$ cat src/rtl/ex_mem_stage.sv
// ex_mem_stage: execute-to-memory pipeline register of the 16-bit processor.
// Captures the ALU result, store data and memory/write-back control. Owns the
// 3-bit condition code register (bit0 Z, bit1 C, bit2 N) and drives the
// forwarding tap back to execute.
// Optional feature: define CCR_SAVE_EN to add a CCR shadow register with
// ccr_save / ccr_restore controls.
module ex_mem_stage (
    input  logic        clk,
    input  logic        rst,
    input  logic        stall,
    input  logic        flush,
    input  logic        in_valid,
    input  logic [2:0]  alu_control,
    input  logic [15:0] alu_out,
    input  logic        alu_carry,
    input  logic [15:0] store_data,
    input  logic [2:0]  rdst,
    input  logic        mem_read,
    input  logic        mem_write,
    input  logic        reg_write,
`ifdef CCR_SAVE_EN
    input  logic        ccr_save,
    input  logic        ccr_restore,
`endif
    output logic        out_valid,
    output logic [15:0] out_alu_result,
    output logic [15:0] out_store_data,
    output logic [2:0]  out_rdst,
    output logic        out_mem_read,
    output logic        out_mem_write,
    output logic        out_reg_write,
    output logic [2:0]  ccr,
    output logic        fwd_en,
    output logic [2:0]  fwd_rdst,
    output logic [15:0] fwd_value
);

    localparam logic [2:0] OP_ADD = 3'b011;
    localparam logic [2:0] OP_NOT = 3'b100;

    logic        valid_reg;
    logic [15:0] result_reg;
    logic [15:0] store_reg;
    logic [2:0]  rdst_reg;
    logic        mem_read_reg;
    logic        mem_write_reg;
    logic        reg_write_reg;
    logic [2:0]  ccr_reg;
    logic [2:0]  ccr_next;
    logic        flag_z;
    logic        flag_n;

    // Flags come straight from the ALU result; carry is supplied by the ALU.
    assign flag_z = (alu_out == 16'h0000);
    assign flag_n = alu_out[15];

    // Pipeline register: reset and flush both leave a bubble, stall holds.
    always_ff @(posedge clk) begin
        if (rst || flush) begin
            valid_reg     <= 1'b0;
            result_reg    <= 16'h0000;
            store_reg     <= 16'h0000;
            rdst_reg      <= 3'b000;
            mem_read_reg  <= 1'b0;
            mem_write_reg <= 1'b0;
            reg_write_reg <= 1'b0;
        end else if (!stall) begin
            valid_reg     <= in_valid;
            result_reg    <= alu_out;
            store_reg     <= store_data;
            rdst_reg      <= rdst;
            mem_read_reg  <= mem_read & in_valid;
            mem_write_reg <= mem_write & in_valid;
            reg_write_reg <= reg_write & in_valid;
        end
    end

`ifdef CCR_SAVE_EN
    logic [2:0] shadow_reg;
    logic [2:0] shadow_next;
`endif

    // Next CCR value for a capture edge; restore overrides a flag update.
    always_comb begin
        ccr_next = ccr_reg;
        if (in_valid) begin
            case (alu_control)
                OP_ADD:  ccr_next = {flag_n, alu_carry, flag_z};
                OP_NOT:  ccr_next = {flag_n, ccr_reg[1], flag_z};
                default: ccr_next = ccr_reg;
            endcase
        end
`ifdef CCR_SAVE_EN
        if (ccr_restore) begin
            ccr_next = shadow_reg;
        end
`endif
    end

`ifdef CCR_SAVE_EN
    // Shadow takes the pre-edge CCR so save+restore together swaps the two.
    always_comb begin
        shadow_next = ccr_save ? ccr_reg : shadow_reg;
    end

    // Shadow register: cleared by reset, untouched on flush or stall edges.
    always_ff @(posedge clk) begin
        if (rst) begin
            shadow_reg <= 3'b000;
        end else if (!flush && !stall) begin
            shadow_reg <= shadow_next;
        end
    end
`endif

    // CCR: a flushed instruction must not touch the flags, stall holds them.
    always_ff @(posedge clk) begin
        if (rst) begin
            ccr_reg <= 3'b000;
        end else if (!flush && !stall) begin
            ccr_reg <= ccr_next;
        end
    end

    assign out_valid      = valid_reg;
    assign out_alu_result = result_reg;
    assign out_store_data = store_reg;
    assign out_rdst       = rdst_reg;
    assign out_mem_read   = mem_read_reg;
    assign out_mem_write  = mem_write_reg;
    assign out_reg_write  = reg_write_reg;
    assign ccr            = ccr_reg;

    // Loads are not forwardable here: their data only exists after memory.
    assign fwd_en    = valid_reg & reg_write_reg & ~mem_read_reg;
    assign fwd_rdst  = rdst_reg;
    assign fwd_value = result_reg;

endmodule
$ cat config.mk
export PLATFORM = sky130hd
export DESIGN_NAME = ex_mem_stage
export DESIGN_NICKNAME = d
export VERILOG_FILES = /design/src/rtl/ex_mem_stage.sv
export SDC_FILE = /design/constraint.sdc
export NUM_CORES = 1
export LEC_CHECK = 0
export BUFFER_PORTS_ARGS = -buffer_cell sky130_fd_sc_hd__buf_2
export CORE_MARGIN = 2
export CORE_UTILIZATION = 45
export CTS_CLUSTER_SIZE = 14
export DETAILED_ROUTE_END_ITERATION = 16
export PLACE_DENSITY = 0.81
export SETUP_SLACK_MARGIN = 0.05
export SLEW_MARGIN = 20
export SYNTH_ARGS = -nofsm -noshare
export SYNTH_HDL_FRONTEND = slang
export SYNTH_SLANG_ARGS = --single-unit
$ cat constraint.sdc
create_clock -name clk -period 3.4 [get_ports clk]
set_clock_uncertainty 0.1 [all_clocks]
set_input_delay 0.34 -clock clk [delete_from_list [all_inputs] [get_ports clk]]
set_output_delay 0.34 -clock clk [all_outputs]
set_load 0.02 [all_outputs]
==> flow_metrics.env, run 1 <==
export IMPL_outcome="complete, no violations"
export IMPL_synthCells=168
export IMPL_holdPathStages=2
export IMPL_hold_start="rst"
export IMPL_drive_above_1_share_pct=46.7
export IMPL_internal_power_w=0.000770
export IMPL_antennaDiodeCount=0
export IMPL_cts_hold_buffers=0
export IMPL_drv_slew=0
export IMPL_p_comb_share_pct=13.4
export IMPL_cpMaxStageDelayCell="buf_4"
export IMPL_pwr_share_clk_pct=35.8
export IMPL_cts_buffers=5
export IMPL_setup_violations=0
export IMPL_syn_area_per_cell_um2=10.1
export IMPL_required_ps=3450
export IMPL_hold_end="ccr[1]"
export IMPL_path_max_fanout=23
export IMPL_multi_input_comb_area_um2=667
export IMPL_port_buffers=108
export IMPL_leakagePower_nw=1.23
export IMPL_p_seq_share_pct=50.8
export IMPL_hp_class="in2reg"
export IMPL_worstSkewPairLatency_ps=290
export IMPL_vias=1418
export IMPL_dieArea_um2=4270
export IMPL_reg2reg_slack_ps=2610
export IMPL_area_growth_pct=31.4
export IMPL_ant_nets=0
export IMPL_synth_compound_area_share_pct=2.22
export IMPL_ys_seq_area_share_pct=49.6
export IMPL_ir_worst_vdd_v=0.000296
export IMPL_first_global_vias=1322
export IMPL_hpwl_um=2700
export IMPL_critPathArrivalTime_ps=1620
export IMPL_path_buf_inv=2
export IMPL_slew_headroom_pct=52.2
export IMPL_synth_seq_cells=42
export IMPL_worstSetupStartpointType="input port"
export IMPL_grt_pass1_wl_um=5700
export IMPL_ioPinCount=109
export IMPL_cp_slowest_stage_delay_ps=440
export IMPL_antenna_found_initial=0
export IMPL_setup_tns_final_ps=0
export IMPL_cts_tree="built"
export IMPL_hold_viol=0
export IMPL_final_fill_count=329
export IMPL_final_seq_area_um2=841
export IMPL_synthAdderAreaFrac_pct=0
export IMPL_max_cap_violations=0
export IMPL_r2r_cells=2
export IMPL_netlist_area_um2=1690
export IMPL_drtIter0Drc=47
export IMPL_cts_resized=0
export IMPL_grt_max_degree=40
export IMPL_gr_total_overflow=0
export IMPL_core_area_um2=3630
export IMPL_clock_sinks=42
export IMPL_synth_xor_area_share_pct=0
export IMPL_path_delay_family="buffers and inverters"
export IMPL_finalWirelength_um=3590
export IMPL_power_density_nw_per_um2=455
export IMPL_tightestPinTransition_ps=717
export IMPL_yosys_warnings=0
export IMPL_die_h_um=65.4
export IMPL_root_buffer="clkbuf_8"
export IMPL_timing_rr_end="out_reg_write"
export IMPL_crit_type="in2reg"
export IMPL_routabilityCongestion=0.682
export IMPL_first_pass_iters=4
export IMPL_switchingPower_w=0.000243
export IMPL_clock_path_buffers=2
export IMPL_netSwitchingFraction_pct=24.0
export IMPL_initial_core_util_pct=46.6
export IMPL_post_cts_buffers=0
export IMPL_fmax_mhz=635
export IMPL_num_rows=22
export IMPL_post_place_ws_ps=1520
export IMPL_gr_usage_all_layers_pct=17.3
export IMPL_htree_levels=2
export IMPL_vias_per_cell=4.65
export IMPL_fin_nets=303
export IMPL_period_share_pct=46.3
export IMPL_crit_chain="buf_2 > buf_4 > nor2b_1 > a22oi_1 > nor2_1"
export IMPL_rsz0062_at_grt="false"
export IMPL_finalCriticalPeriod_ps=1580
export IMPL_end_kind="flop"
export IMPL_die_x_um=65.4
export IMPL_wl_per_cell_um=11.8
export IMPL_synthMuxAreaShare_pct=21.9
export IMPL_reg2reg_from="out_reg_write"
export IMPL_synth_cell_types=21
export IMPL_clkTransAtPathRegs_ps=80
export IMPL_synthSimpleGateAreaFrac_pct=15.3
export IMPL_setup_slack_ps=1820
export IMPL_synth_top_family_by_area="multiplexers"
export IMPL_drc=0
export IMPL_synth_nets=215
==> worst max path at each step <==
stage                           from             to  slack, ps  cells after the start
after global placement         stall  out_reg_write       1550                      5
after global routing           stall  out_reg_write       1700                      5
final                          stall  out_reg_write       1820                      5
after floorplan           alu_out[4]         ccr[0]       2050                      4
after CTS                      stall  out_reg_write       1830                      5
after detailed placement       stall  out_reg_write       1520                      5
==> synth_stat cells <==
| master | number | area, um^2 |
|---|---|---|
| a22oi_1 | 3 | 22.5 |
| mux2i_1 | 37 | 370 |
| buf_1 | 1 | 3.75 |
| a21oi_1 | 1 | 5.00 |
| and3b_1 | 2 | 17.5 |
| nor4_2 | 2 | 25.0 |
| buf_4 | 20 | 150 |
| o21ai_0 | 1 | 5.00 |
| o21ai_1 | 1 | 5.00 |
| nand2_1 | 1 | 3.75 |
| nor2_1 | 42 | 158 |
| nand4_1 | 1 | 6.26 |
| nor2b_1 | 1 | 6.26 |
| nor4_1 | 1 | 6.26 |
| buf_2 | 5 | 25.0 |
| dfxtp_1 | 42 | 841 |
| or4_1 | 1 | 7.51 |
| nand3b_1 | 1 | 7.51 |
| or2_2 | 1 | 6.26 |
| clkbuf_1 | 2 | 7.51 |
| nor3b_1 | 2 | 15.0 |
==> cells in the final DEF (no fill, tap or decap), types with 2 or more instances in the layout <==
| master | n |
|---|---|
| clkbuf_8 | 8 |
| and3b_1 | 2 |
| nor4_2 | 2 |
| mux2i_1 | 37 |
| buf_2 | 108 |
| dfxtp_1 | 42 |
| nor3b_1 | 2 |
| nor2_1 | 42 |
| a22oi_1 | 3 |
==> kinds of logic (layout without fill, tap and decap cells) <==
| family | after synthesis | after routing |
|---|---|---|
| flops | 42 | 42 |
| compound gates | 6 | 6 |
| mux | 37 | 37 |
| buf+inv | 28 | 117 |
| simple gates | 55 | 55 |
==> cell type report <==
type                            instances  area share (%)
Clock buffer                            8            4.95
Multi-Input combinational cell         98            30.0
Sequential cell                        42            37.8
Tap cell                               48            2.70
Timing Repair Buffer                  109            24.6
==> through the flow <==
stage / total power, W / area (um^2) / instances / util [%] / hold slack, ps
6_report: 0.00101 / 2230 / 305 / 61.3 / 170
2_1_floorplan: 0.000616 / 1690 / 168 / - / 312
3_3_place_gp: 0.000661 / 2120 / 297 / 58.2 / 372
3_5_place_dp: 0.000663 / 2120 / 297 / 58.2 / 381
4_1_cts: 0.00103 / 2230 / 305 / 61.3 / 162
5_1_grt: 0.00106 / 2230 / 305 / 61.3 / 165
==> power groups by stage <==
stage          Combinational (W)  Sequential (W)  Clock (W)
3_3_place_gp            0.000136        0.000526          0
5_1_grt                 0.000149        0.000517   0.000397
3_5_place_dp            0.000137        0.000526          0
6_report                0.000136        0.000515   0.000363
4_1_cts                 0.000137        0.000515   0.000377
2_1_floorplan          0.0000715        0.000545          0
==> routing by layer <==
metal  vias to the layer above  part of all wire [%]  routed length, um  global-route usage (%)
met4                         0                   1.3                 46                    6.51
met3                         6                   7.4                267                    5.31
met1                       634                    42               1500                    19.1
met2                        60                    49               1770                    31.1
li1                        718                     -                  -                       -
met5                         -                     0                  0                       0
==> worst reg2reg max path, cell delays in order (launching register included) <==
cell and delay (ps):
dfxtp_1 320, a22oi_1 170, nor2_1 60
Note: power is estimated with default switching activity, not from simulation.
==> run 2, diff against run 1 <==
Settings changed: CORE_UTILIZATION 45 to 38, PLACE_DENSITY 0.81 to 0.73.
Clock period 3.4 ns to 1.29 ns, I/O delays scaled along.
==> run 2 against run 1 <==
  * Via count grew 8.7%
  * Sequential share of layout area is 5.1 points lower
  * Combinational power grew to 3.3 times the previous value
  * Setup slack lost 1700 ps
  * Die area up 17%
  * Global-route usage decreased by 1.2 points
  * First-iteration DRC count is 28% lower
  * Utilization down 1.7 points
  * Power rose to 2.8 times the previous value
  * Critical path type is now reg2out
  * Critical endpoint is now fwd_en
  * Largest power group unchanged
  * Highest routed layer unchanged
==> flow_metrics.env, run 2 (synthesized netlist as in run 1, its figures left out) <==
export IMPL_stdcell_count=340
export IMPL_fin_nets=335
export IMPL_fmax_mhz=843
export IMPL_p_seq_share_pct=47.9
export IMPL_die_h_um=70.8
export IMPL_setup_tns_final_ps=0
export IMPL_worstSkewPairLatency_ps=280
export IMPL_slew_headroom_pct=66.3
export IMPL_first_global_vias=1477
export IMPL_dieArea_um2=5010
export IMPL_p_comb_share_pct=15.9
export IMPL_pwr_share_clk_pct=36.2
export IMPL_drc=0
export IMPL_max_cap_violations=0
export IMPL_routabilityCongestion=0.723
export IMPL_antenna_found_initial=0
export IMPL_timing_rr_end="out_mem_read"
export IMPL_first_pass_iters=4
export IMPL_htree_levels=2
export IMPL_finalWirelength_um=4000
export IMPL_grt_pass1_wl_um=6350
export IMPL_clkTransAtPathRegs_ps=70
export IMPL_antennaDiodeCount=0
export IMPL_r2r_cells=2
export IMPL_finalCriticalPeriod_ps=1190
export IMPL_worstSetupStartpointType="flop"
export IMPL_dp_cells=307
export IMPL_vias_per_cell=4.53
export IMPL_initial_core_util_pct=39.2
export IMPL_reg2reg_slack_ps=520
export IMPL_ir_worst_vdd_v=0.000538
export IMPL_internal_power_w=0.00218
export IMPL_cts_tree="built"
export IMPL_required_ps=1060
export IMPL_root_buffer="clkbuf_8"
export IMPL_ioPinCount=109
export IMPL_critPathArrivalTime_ps=960
export IMPL_port_buffers=108
export IMPL_ant_nets=0
export IMPL_core_area_um2=4320
export IMPL_power_density_nw_per_um2=1100
export IMPL_gr_total_overflow=0
export IMPL_hp_class="in2reg"
export IMPL_vias=1541
export IMPL_end_kind="primary output"
export IMPL_tightestPinTransition_ps=501
export IMPL_post_cts_buffers=0
export IMPL_crit_path_end="fwd_en"
export IMPL_rsz0062_at_grt="false"
export IMPL_crit_start="out_mem_read"
export IMPL_die_x_um=70.8
export IMPL_drtIter0Drc=34
export IMPL_final_fill_count=384
export IMPL_drv_slew=0
export IMPL_period_share_pct=91.9
export IMPL_cts_buffers=5
export IMPL_netSwitchingFraction_pct=22.9
export IMPL_wl_per_cell_um=11.8
export IMPL_setup_violations=0
export IMPL_gr_usage_all_layers_pct=16.1
export IMPL_drive_above_1_share_pct=43.8
export IMPL_hold_viol=0
export IMPL_num_rows=24
export IMPL_grt_max_degree=41
export IMPL_reg2reg_from="out_mem_read"
export IMPL_outcome="complete, no violations"
export IMPL_final_cell_mix="buf_2, nor2_1, dfxtp_1"
export IMPL_hpwl_um=2720
export IMPL_clock_sinks=42
export IMPL_final_common_cell="buf_2"
export IMPL_crit_type="reg2out"
export IMPL_path_max_fanout=3
export IMPL_switchingPower_w=0.000649
export IMPL_leakagePower_nw=1.39
export IMPL_clock_path_buffers=2
export IMPL_area_growth_pct=52.1
==> run 2: changes by cell type in the layout (fill, tap and decap cells not counted), sizes merged <==
cell	previous run	this run
dlygate4sd3	0	26
buf	109	115
clkbuf	8	6
bufinv	0	1
==> run 2: worst min path at each step <==
stage                     slack (ps)  cells after the start           from           endpoint
after detailed placement         270                      3  store_data[4]  out_store_data[4]
after CTS                          2                      3    alu_out[14]      fwd_value[14]
after global routing              10                      3    alu_out[13]             ccr[0]
final                             10                      3     alu_out[2]       fwd_value[2]
after floorplan                  100                      1            rst             ccr[1]
after global placement           260                      3  store_data[3]  out_store_data[3]
==> run 2: worst max-delay path, stage by stage, from the launching register on <==
cell	delay, ps
dfxtp_2	330
and3b_1	190
buf_2	160
==> run 2: what timing repair did <==
action                                  4_1_cts  5_1_grt
gates resized for setup                       0        1
hold buffers                                 26        0
endpoints found under the setup margin        0        1
endpoints found under the hold margin        26        0
==> run 2: final cells by class <==
type,count,area (um^2),share of cell area [%]
Tap cell,52,65.1,2.52
Clock inverter,1,30.0,1.17
Timing Repair Buffer,141,891,34.6
Multi-Input combinational cell,98,667,25.9
Clock buffer,6,82.6,3.20
Sequential cell,42,842,32.7
==> run 2: power by group through the flow <==
stage | Sequential (W) | Combinational, W | Clock (W)
floorplan | 0.00144 | 0.000188 | 0
global placement | 0.00139 | 0.000389 | 0
detailed placement | 0.00139 | 0.000391 | 0
CTS | 0.00136 | 0.000452 | 0.00108
global route | 0.00136 | 0.000488 | 0.00112
finish | 0.00136 | 0.000450 | 0.00103
==> run 2: per-layer routing <==
metal | wire length (um) | GRT usage, %
met1 | 1710 | 18.3
met3 | 339 | 5.84
met2 | 1880 | 27.7
met4 | 68 | 5.87
met5 | 0 | 0
==> run 2: metrics by stage <==
| step | hold slack (ps) | cell area (um^2) | setup WS [ps] | total power (W) | util (%) |
|---|---|---|---|---|---|
| after global routing | 14.7 | 2580 | 50.0 | 0.00297 | 59.6 |
| after CTS | 1.62 | 2580 | 68.9 | 0.00289 | 59.6 |
| after floorplan | 101 | 1690 | 155 | 0.00162 | - |
| final | 10.0 | 2580 | 104 | 0.00283 | 59.6 |
| after global placement | 255 | 2200 | -95.5 | 0.00177 | 51.0 |
| after detailed placement | 268 | 2200 | -123 | 0.00178 | 51.0 |
==> run 3, diff against run 2 <==
Settings changed: CORE_MARGIN 2 to not set, MAX_ROUTING_LAYER set to met4.
==> run 3 against run 2 <==
  * Flip-flop and latch count did not move
  * Largest power group unchanged
  * Worst hold slack got worse by 4.0 ps
  * Critical endpoint unchanged
  * Highest routed layer unchanged
  * Sequential share of layout area rose by 0.47 points
  * Non-clock buffer count rose by 4
  * Final cell count rose by 0.59%
  * Sequential power barely moved
==> flow_metrics.env, run 3 (synthesized netlist as in run 1, its figures left out) <==
export IMPL_outcome="complete, no violations"
export IMPL_final_common_cell="buf_2"
export IMPL_final_cell_mix="buf_2, nor2_1, dfxtp_1"
export IMPL_r2r_cells=2
export IMPL_antennaDiodeCount=0
export IMPL_finalWirelength_um=4090
export IMPL_ir_worst_vdd_v=0.000663
export IMPL_grt_pass1_wl_um=6110
export IMPL_first_global_vias=1421
export IMPL_place_area_um2=2170
export IMPL_core_area_um2=4140
export IMPL_holdPathStages=3
export IMPL_leakagePower_nw=1.37
export IMPL_period_share_pct=91.9
export IMPL_fin_nets=339
export IMPL_end_kind="primary output"
export IMPL_worstSkewPairLatency_ps=280
export IMPL_ioPinCount=109
export IMPL_routabilityCongestion=0.827
export IMPL_hpwl_um=2830
export IMPL_drc=0
export IMPL_setup_slack_ps=105
export IMPL_gr_total_overflow=0
export IMPL_max_cap_violations=0
export IMPL_wl_per_cell_um=12.0
export IMPL_antenna_found_initial=0
export IMPL_stdcell_area_um2=2540
export IMPL_root_buffer="clkbuf_8"
export IMPL_first_pass_iters=4
export IMPL_cts_tree="built"
export IMPL_vias_per_cell=4.63
export IMPL_gr_usage_all_layers_pct=18.4
export IMPL_fmax_mhz=844
export IMPL_die_h_um=68.8
export IMPL_setup_tns_final_ps=0
export IMPL_crit_type="reg2out"
export IMPL_reg2reg_from="out_reg_write"
export IMPL_finalCriticalPeriod_ps=1190
export IMPL_setup_violations=0
export IMPL_drive_above_1_share_pct=42.5
export IMPL_port_buffers=108
export IMPL_dieArea_um2=4730
export IMPL_htree_levels=2
export IMPL_cts_buffers=5
export IMPL_path_max_fanout=3
export IMPL_slew_headroom_pct=76.9
export IMPL_ant_nets=0
export IMPL_critPathArrivalTime_ps=960
export IMPL_post_place_ws_ps=-135
export IMPL_required_ps=1060
export IMPL_num_rows=23
export IMPL_rsz0062_at_grt="false"
export IMPL_timing_rr_end="out_reg_write"
export IMPL_hold_viol=0
export IMPL_hp_class="in2reg"
export IMPL_hold_start="reg_write"
export IMPL_drv_slew=0
export IMPL_power_density_nw_per_um2=1020
export IMPL_tightestPinTransition_ps=346
export IMPL_grt_max_degree=25
export IMPL_stdcell_count=342
export IMPL_final_util_pct=61.2
export IMPL_initial_core_util_pct=40.9
export IMPL_worstSetupStartpointType="flop"
export IMPL_clock_sinks=42
export IMPL_dp_cells=306
export IMPL_drtIter0Drc=67
export IMPL_reg2reg_slack_ps=500
export IMPL_die_x_um=68.8
export IMPL_area_growth_pct=49.8
export IMPL_vias=1582
export IMPL_clkTransAtPathRegs_ps=70
export IMPL_clock_path_buffers=2
export IMPL_hold_end="out_reg_write"
export IMPL_final_fill_count=376
## run 3: changes by cell type in the layout (fill, tap and decap cells not counted), sizes merged
cell | previous run | this run
bufinv | 1 | 0
dlygate4sd3 | 26 | 29
buf | 115 | 116
clkbuf | 6 | 7
## run 3: final cells by class
cell class	count	area [um^2]	area share, %
Sequential cell	42	841	33.1
Clock buffer	7	76.3	3.01
Multi-Input combinational cell	98	667	26.3
Tap cell	50	62.6	2.47
Timing Repair Buffer	145	891	35.1
## run 3: power breakdown
| part | internal (W) | switching (W) |
|---|---|---|
| registers | 0.00134 | 0.0000221 |
| logic | 0.000224 | 0.000220 |
| clock network | 0.000373 | 0.000404 |
| total | 0.00193 | 0.000645 |
## run 3: per-stage QoR
stage | hold slack [ps] | power [W]
after floorplan | 101 | 0.00162
after global placement | 257 | 0.00176
after detailed placement | 266 | 0.00176
after CTS | 0.642 | 0.00261
after global routing | 9.96 | 0.00271
final | 6.09 | 0.00258
## run 3: worst max-delay path by stage
stage | from | to | slack (ps)
3_3_place_gp | alu_out[0] | ccr[0] | -80
5_1_grt | out_mem_read | fwd_en | 60
6_report | out_reg_write | fwd_en | 100
3_5_place_dp | alu_out[0] | ccr[0] | -130
4_1_cts | out_reg_write | fwd_en | 90
2_1_floorplan | alu_out[4] | ccr[0] | 160
## run 3: per-layer routing
metal | vias to the layer above | track usage (%) | wire [um]
met4 | 0 | 5.36 | 34
met1 | 722 | 19.5 | 1720
met5 | - | - | 0
met3 | 4 | 5.59 | 269
met2 | 66 | 32.8 | 2070
li1 | 790 | - | -
## run 3: timing repair
action / CTS / global route
endpoints found under the hold margin: 28 / 1
gates resized for setup: 0 / 0
hold buffers: 28 / 1
buffers inserted: 0 / 0
## run 3: critical path: stages (launching register included)
cell	delay [ps]
dfxtp_1	360
and3b_1	160
buf_2	150
